--- src/rtl/pipe_rr_arbiter.sv ---
// pipe_rr_arbiter
//   Frame-aware round-robin arbiter. It shares one registered output stage
//   among NUM_REQS valid/ready sources. A source wins at the start of a frame
//   and keeps the grant until its last beat is accepted, so frames from
//   different sources never interleave. The output register is enable-gated
//   by load = !out_valid | out_ready. This gives 1-cycle latency and lets the
//   first beat of the next frame follow a last beat with no bubble.
//
// Parameters
//   NUM_REQS  number of requesters (>= 2)
//   DATAW     beat data width (>= 1)
//   SELW      grant index width, derived from NUM_REQS
//
// Ports
//   clk        clock, all logic on posedge
//   reset      synchronous active-high reset
//   req_valid  per-requester beat valid
//   req_data   requester i data at [i*DATAW +: DATAW]
//   req_last   per-requester last-of-frame flag
//   req_ready  per-requester accept (combinational)
//   out_valid  registered output beat valid
//   out_data   registered output data
//   out_last   registered last-of-frame flag
//   out_sel    index of the requester that sourced out_data
//   out_ready  downstream accept
module pipe_rr_arbiter #(
  parameter int  NUM_REQS = 4,
  parameter int  DATAW    = 8,
  localparam int SELW     = $clog2(NUM_REQS)
) (
  input  logic                      clk,
  input  logic                      reset,
  input  logic [NUM_REQS-1:0]       req_valid,
  input  logic [NUM_REQS*DATAW-1:0] req_data,
  input  logic [NUM_REQS-1:0]       req_last,
  output logic [NUM_REQS-1:0]       req_ready,
  output logic                      out_valid,
  output logic [DATAW-1:0]          out_data,
  output logic                      out_last,
  output logic [SELW-1:0]           out_sel,
  input  logic                      out_ready
);

  typedef enum logic {
    IDLE   = 1'b0,
    LOCKED = 1'b1
  } state_t;

  // Index arithmetic modulo NUM_REQS. It also works when NUM_REQS is not a
  // power of two. ofs never exceeds NUM_REQS, so one subtraction is enough.
  function automatic logic [SELW-1:0] wrap_add(input logic [SELW-1:0] base,
                                               input int              ofs);
    int sum;
    sum = int'(base) + ofs;
    if (sum >= NUM_REQS) sum = sum - NUM_REQS;
    return SELW'(sum);
  endfunction

  state_t            state_q, state_d;
  logic [SELW-1:0]   ptr_q, ptr_d;
  logic [SELW-1:0]   grant_q, grant_d;

  logic              out_valid_q;
  logic [DATAW-1:0]  out_data_q;
  logic              out_last_q;
  logic [SELW-1:0]   out_sel_q;

  logic              rr_found;
  logic [SELW-1:0]   rr_idx;
  logic              locked;
  logic [SELW-1:0]   cur_grant;
  logic              cur_valid;
  logic              grant_ok;
  logic              load;
  logic              xfer;
  logic [DATAW-1:0]  beat_data;
  logic              beat_last;

  // Round-robin search. It starts at the pointer and wraps. The first valid
  // requester wins.
  always_comb begin
    rr_found = 1'b0;
    rr_idx   = ptr_q;
    for (int k = 0; k < NUM_REQS; k++) begin
      if (!rr_found && req_valid[wrap_add(ptr_q, k)]) begin
        rr_found = 1'b1;
        rr_idx   = wrap_add(ptr_q, k);
      end
    end
  end

  // In LOCKED, only the latched owner may transfer, even while its valid is
  // low. In IDLE, a grant exists only if somebody is requesting.
  assign locked    = (state_q == LOCKED);
  assign cur_grant = locked ? grant_q : rr_idx;
  assign cur_valid = locked ? req_valid[grant_q] : rr_found;
  assign grant_ok  = locked || rr_found;
  assign load      = !out_valid_q || out_ready;
  assign xfer      = load && cur_valid && !reset;

  always_comb begin
    req_ready = '0;
    beat_data = '0;
    beat_last = 1'b0;
    for (int i = 0; i < NUM_REQS; i++) begin
      if (SELW'(i) == cur_grant) begin
        req_ready[i] = load && grant_ok && !reset;
        beat_data    = req_data[i*DATAW +: DATAW];
        beat_last    = req_last[i];
      end
    end
  end

  always_comb begin
    state_d = state_q;
    ptr_d   = ptr_q;
    grant_d = grant_q;
    if (xfer) begin
      if (beat_last) begin
        state_d = IDLE;
        ptr_d   = wrap_add(cur_grant, 1);
      end else begin
        state_d = LOCKED;
        grant_d = cur_grant;
      end
    end
  end

  always_ff @(posedge clk) begin
    if (reset) begin
      state_q <= IDLE;
      ptr_q   <= '0;
      grant_q <= '0;
    end else begin
      state_q <= state_d;
      ptr_q   <= ptr_d;
      grant_q <= grant_d;
    end
  end

  // ---- output stage: enable-gated register, holds while stalled ----
  always_ff @(posedge clk) begin
    if (reset) begin
      out_valid_q <= 1'b0;
      out_data_q  <= '0;
      out_last_q  <= 1'b0;
      out_sel_q   <= '0;
    end else if (load) begin
      out_valid_q <= xfer;
      if (xfer) begin
        out_data_q <= beat_data;
        out_last_q <= beat_last;
        out_sel_q  <= cur_grant;
      end
    end
  end

  assign out_valid = out_valid_q;
  assign out_data  = out_data_q;
  assign out_last  = out_last_q;
  assign out_sel   = out_sel_q;

endmodule

--- config.mk ---
export PLATFORM = sky130hd
export DESIGN_NAME = pipe_rr_arbiter
export DESIGN_NICKNAME = d
export VERILOG_FILES = /design/src/rtl/pipe_rr_arbiter.sv
export SDC_FILE = /design/constraint.sdc
export NUM_CORES = 1
export LEC_CHECK = 0
export ABC_AREA = 1
export ABC_CLOCK_PERIOD_IN_PS = 2800
export CAP_MARGIN = 20
export CELL_PAD_IN_SITES_DETAIL_PLACEMENT = 0
export CELL_PAD_IN_SITES_GLOBAL_PLACEMENT = 2
export CORE_MARGIN = 2
export CORE_UTILIZATION = 20
export DETAILED_ROUTE_END_ITERATION = 8
export GPL_ROUTABILITY_DRIVEN = 0
export PLACE_DENSITY_LB_ADDON = 0.1
export SETUP_SLACK_MARGIN = 0.4
export SLEW_MARGIN = 40
export SYNTH_ARGS = -nofsm -noshare
export SYNTH_HDL_FRONTEND = slang
export SYNTH_SLANG_ARGS = --single-unit
--- constraint.sdc ---
create_clock -name clk -period 2.8 [get_ports clk]
set_input_delay 0.28 -clock clk [delete_from_list [all_inputs] [get_ports clk]]
set_output_delay 0.28 -clock clk [all_outputs]
set_load 0.01 [all_outputs]
* Word-level counts from Yosys, hierarchy flattened *
Index checks and enable logic that the tools add are counted.

word-level totals
  output and inout port bits = 16
  flip-flop bits (word level) = 17
  bits of input ports = 43

operators by class
  add/subtract/negate cells = 9
  multiplexer cells = 38
  eq/ne operators = 3
  order comparisons = 10
  bitwise gates (word level) = 1
  reduce and logical (&&, ||, !) cells = 18

operators with widths
  operator                                                               number
  8-bit 2-to-1 mux                                                       4
  2-bit 2-to-1 mux                                                       10
  1-bit 2-to-1 mux                                                       19
  2-bit by 3-bit < comparator with 1-bit output, second input constant   5
  3-bit >= comparator, second input constant                             4
  1-bit binary-select mux with 2-bit select                              5
  2-bit by 1-bit subtractor with 2-bit output, second input constant     5
  1-bit logical AND                                                      7
  2-bit by 1-bit adder with 3-bit output, second input constant          2
  2-bit by 2-bit adder with 3-bit output, second input constant          2
  2-bit AND reduction                                                    3
  1-bit logical NOT                                                      5
  2-bit == test, first input constant                                    2
  2-bit by 3-bit >= comparator with 1-bit output, second input constant  1
  1-bit by 2-bit == test with 1-bit output, first input constant         1
  2-bit logical NOT                                                      1
  1-bit logical OR                                                       2
  1-bit inverter                                                         1

* Depth between registers and ports, before layout *
  word-level depth = 22
  mapped depth = 23
  mapped depth without buffers = 22

* Worst setup path before layout *
No wires, ideal clock.

  path type = reg-to-reg
  start = register ptr_q[0]
  end = register out_data_q[3], in the netlist out_data[3]
  path slack = 0.260 ns
  buffers on the path = 2
  clock period less this slack = 2.540 ns
  data required time = 2.732 ns
  arrival = 2.472 ns
  stages on the path, launching flop included = 22
  path through = dfxtp_1 inv_2 buf_6 nand2_1 nand3_1 nand2_2 inv_2 nor2_4 nand2_1 o21ai_1 inv_1 nand2_1 nand2_1 ha_1 clkbuf_1 nor2_1 nand2_1 nand2_1 o21ai_0 o21ai_0 nand2_1 a21oi_2

on the way
  cells in the longest elaborated chain, start to end = 20
  elaborated cells between the ends (all ways) = 50

ends and longest elaborated chain
  element                                                                          RTL line  text
  start, declared                                                                  60        logic [SELW-1:0] ptr_q, ptr_d;
  start signal, assigned                                                           136       ptr_q <= ptr_d;
  branches (longest 20 deep; another with 2-bit by 1-bit adder with 3-bit output)  -
  end signal, assigned                                                             151       out_data_q <= beat_data;
  end, declared                                                                    64        logic [DATAW-1:0] out_data_q;

Several ways; the timed one is not identified. The select of a mux whose other input is x is not followed.
A chain may end at the register's enable or synchronous reset.

* Worst setup path after layout *
  start = register ptr_q[0]
  end = register out_data_q[4], in the netlist out_data[4]

on the way
  cells in the longest elaborated chain, start to end = 20
  elaborated cells between the ends (all ways) = 50

ends and longest elaborated chain
  element                                                                          RTL line  text
  branches (longest 13 deep; another with 2-bit by 1-bit adder with 3-bit output)  -
  2-bit 2-to-1 mux *                                                               85        if (!rr_found && req_valid[wrap_add(ptr_q, k)]) begin
  2-bit 2-to-1 mux *                                                               95        assign cur_grant = locked ? grant_q : rr_idx;
  via cur_grant[0]                                                                 71        logic [SELW-1:0] cur_grant;
  2-bit logical NOT                                                                106       if (SELW'(i) == cur_grant) begin
  8-bit 2-to-1 mux (3 in series)                                                   106
  8-bit 2-to-1 mux *                                                               106

Mark *: on every way through the listed nets, which the timed path passes. The select of a mux whose other input is x is not followed.

==> impl_metrics.py <==
metrics = {
    "status": {
        "status": "finished clean",
    },
    "yosys": {
        "avgSynthCellArea_um2": 5.85,
        "synth-edff-count": 0,
        "synth-seq-cells": 17,
        "synth_top_family_by_area": "simple AND/OR/NAND/NOR gates",
        "ys_top_cells_by_area": "nand2_1 (26%), dfxtp_1 (25%), o21ai_0 (8.1%), a21oi_1 (7.7%), inv_1 (5.8%)",
        "synthMuxAreaShare": 0,
        "synth_nets": 279,
        "synth.top_cell.area_share": 0.263,
        "ys_async_sr_fraction": 0,
        "yosys.area_share.adder": 0.0369,
        "synth-main-ff-cell": "dfxtp_1",
        "ys_seq_area_frac": 0.251,
        "ys_types": 22,
        "synth-compound-area-share": 0.209,
        "yosysWarnings": 0,
        "synthXorXnorAreaFrac": 0,
        "synthCells": 232,
        "synthesis.area_mm2": 0.00136,
        "synth_largest_area_cell": "nand2_1",
        "synth_simple_gate_area_frac": 0.389,
    },
    "timing": {
        "relSlewSlack": 0.735,
        "fin_skew_ps": 2.90,
        "fin_crit_sh": 0.880,
        "fmax_mhz": 406,
        "setup_violations": 0,
        "fin_ws_ps": 337,
        "worst_slew_pin_slew_ps": 395,
        "hold-worst-slack_ps": 462,
        "rsz0062_at_grt": "true",
        "finalCriticalPeriod_ps": 2460,
        "maxSlewViolCount": 0,
        "finalHoldViolations": 0,
    },
    "worst_setup_path": {
        "r2r_setup_slack_ps": 340,
        "ff2ff_path_depth": 22,
        "start_kind": "register",
        "r2r_end": "out_data[4]",
        "r2r_start": "ptr_q[0]",
        "path_max_fanout": 8,
        "cp-end-kind": "register",
        "crit_arrival_ps": 2660,
        "required_ps": 2990,
        "crit_type": "register to register",
    },
    "detailed_routing": {
        "wl_um": 4560,
        "wl_per_cell_um": 11.7,
        "drc": 0,
        "vias": 1665,
        "viasPerCell": 4.26,
        "dr.pass1.iters": 4,
        "drt_iter0_markers": 27,
        "ant_nets": 0,
    },
    "global_route": {
        "antenna_found_initial": 0,
        "grt_usage": 0.124,
        "grt_max_degree": 17,
        "grt_pass1_vias": 1526,
        "overflow": 0,
        "grt_pass1_wl_um": 7290,
    },
    "finish": {
        "final_core_util": 0.370,
        "nets": 359,
        "register_area_um2": 348,
        "multi_input_area_mm2": 0.00110,
        "fillers": 753,
        "syn_to_final_growth_pct": 82.4,
        "diodes": 0,
        "drive_gt1_frac": 0.328,
    },
    "cts": {
        "cts_tree": "yes",
        "numCtsBuffers": 3,
        "clockBufferDepth": 2,
        "h-tree-depth": 1,
        "root_buffer": "clkbuf_8",
        "postCtsHoldBufs": 0,
        "clock_insertion_delay_worst_skew_ps": 250,
        "clkTransAtPathRegs_ps": 70,
        "cts_num_sinks": 17,
    },
    "die": {
        "die_h_um": 86.4,
        "start_util": 0.203,
        "core_mm2": 0.00668,
        "die_w_um": 86.4,
        "dieArea_mm2": 0.00746,
        "num_rows": 30,
        "io_pins": 59,
    },
    "min_path": {
        "min-delay-start": "out_data[4]",
        "min_to": "out_data[4]",
        "whs_path_depth": 2,
        "hold_path_class": "register to register",
    },
    "placed_design": {
        "hpwl_um": 3710,
        "io_buffers": 58,
        "pre_cts_slack_ps": -165,
    },
    "power": {
        "p_leak_nw": 1.09,
        "peakVddDrop_v": 0.000637,
        "powerDensity_mw_per_mm2": 1270,
    },
    "job": {
        "max_cap_viol_count": 0,
    },
}
## flip-flops by register name, summed over array words and instances, names as in the netlist
name,count
out_valid,1
out_last,1
out_sel,2
locked,1
grant_q,2
ptr_q,2
out_data,8
## cell families (layout without fill, tap and decap cells)
group                      after synthesis  count (layout)
and+or+nand+nor                        125             125
AOI/OAI and AO/OA                       52              52
buffers and inverters                   34             113
DFF                                     17              17
adders and majority gates                4               4
## worst max-delay path: stages, from the launching register on
cell and delay (ps):
dfxtp_4 380, buf_8 150, nand2_4 60, nand3_2 80, nand2_4 100, inv_4 40
nor2_4 110, nand3_2 80, nand2_1 70, nand2_1 60, nand2_2 70, nand2_4 90
inv_6 90, ha_4 130, inv_2 50, nor2_4 210, buf_6 140, nand2_4 30
nand2_2 50, o21ai_2 50, o21ai_1 120, nand2_1 70, a21oi_1 130
## final cells by class
| class | instances | area share |
|---|---|---|
| clock buffer | 3 | 0.0167 |
| clock inverter | 1 | 0.00202 |
| inverter | 25 | 0.0440 |
| multi-input combinational | 181 | 0.444 |
| sequential | 17 | 0.141 |
| tap | 80 | 0.0405 |
| timing repair buffer | 84 | 0.313 |
## cell usage after synthesis, types with 4 or more instances
library cell,number
nand2_1,95
o21ai_0,22
a21oi_1,21
inv_1,21
dfxtp_1,17
nand3_1,13
nor2_1,8
clkbuf_1,5
nand2_2,5
a21oi_2,4
ha_1,4
inv_2,4
## cell usage in the layout (no fill, tap or decap), types with 3 or more instances in the layout
cell             netlist  final
dfxtp_1               17     15
clkdlybuf4s50_1        0     50
o21ai_0               22      5
buf_4                  1     21
ha_4                   0      4
inv_1                 21     14
nand2_2                5     15
buf_2                  0      4
nor2_1                 8      3
clkbuf_8               0      3
a21oi_1               21     20
nand3_2                1      6
o21ai_1                2     16
buf_6                  3      4
a21oi_2                4      5
dlygate4sd2_1          0      4
nand2_4                0     13
o21ai_2                1      4
nand3_1               13      8
inv_2                  4      7
nand2_1               95     72
nor2_2                 0      4
## worst max-delay path by stage
stage / startpoint / end / slack, ps
4_1_cts: ptr_q[0] / grant_q[1] / 370
2_1_floorplan: ptr_q[0] / ptr_q[0] / 430
6_report: ptr_q[0] / out_data[4] / 340
3_3_place_gp: req_valid[3] / req_ready[2] / -260
5_1_grt: ptr_q[0] / ptr_q[0] / 160
3_5_place_dp: req_valid[3] / ptr_q[0] / -160
## power by group
group / internal [mW] / switching [mW] / total (mW)
combinational: 1.18 / 1.35 / 2.53
sequential: 0.350 / 0.0763 / 0.426
clock: 0.0988 / 0.0863 / 0.185
total: 1.63 / 1.51 / 3.14
## stage by stage
stage	total power [mW]	setup TNS (ps)	instance area, um2	cells
final	3.14	0	2470	391
after global routing	3.48	0	2470	391
after CTS	2.90	0	2340	387
after detailed placement	2.33	-1410	2130	380
after global placement	2.36	-2820	2130	380
after floorplan	1.59	0	1370	232
## routing by layer
metal  part of all wire  vias to the layer above  wire length (um)  track usage
li1                   -                      900                 -            -
met1               0.46                      722              2090        0.165
met2               0.49                       39              2230        0.206
met3              0.044                        4               200       0.0219
met4             0.0092                        0                42       0.0341
met5                  0                        -                 0            0
## repair_timing
| item | CTS | global route |
|---|---|---|
| endpoints found under the setup margin | 18 | 18 |
| endpoints found under the hold margin | 0 | 0 |
| buffers inserted | 3 | 4 |
| pin swaps | 20 | 36 |
| gates resized for setup | 79 | 37 |
(Power assumes the default switching activity.)
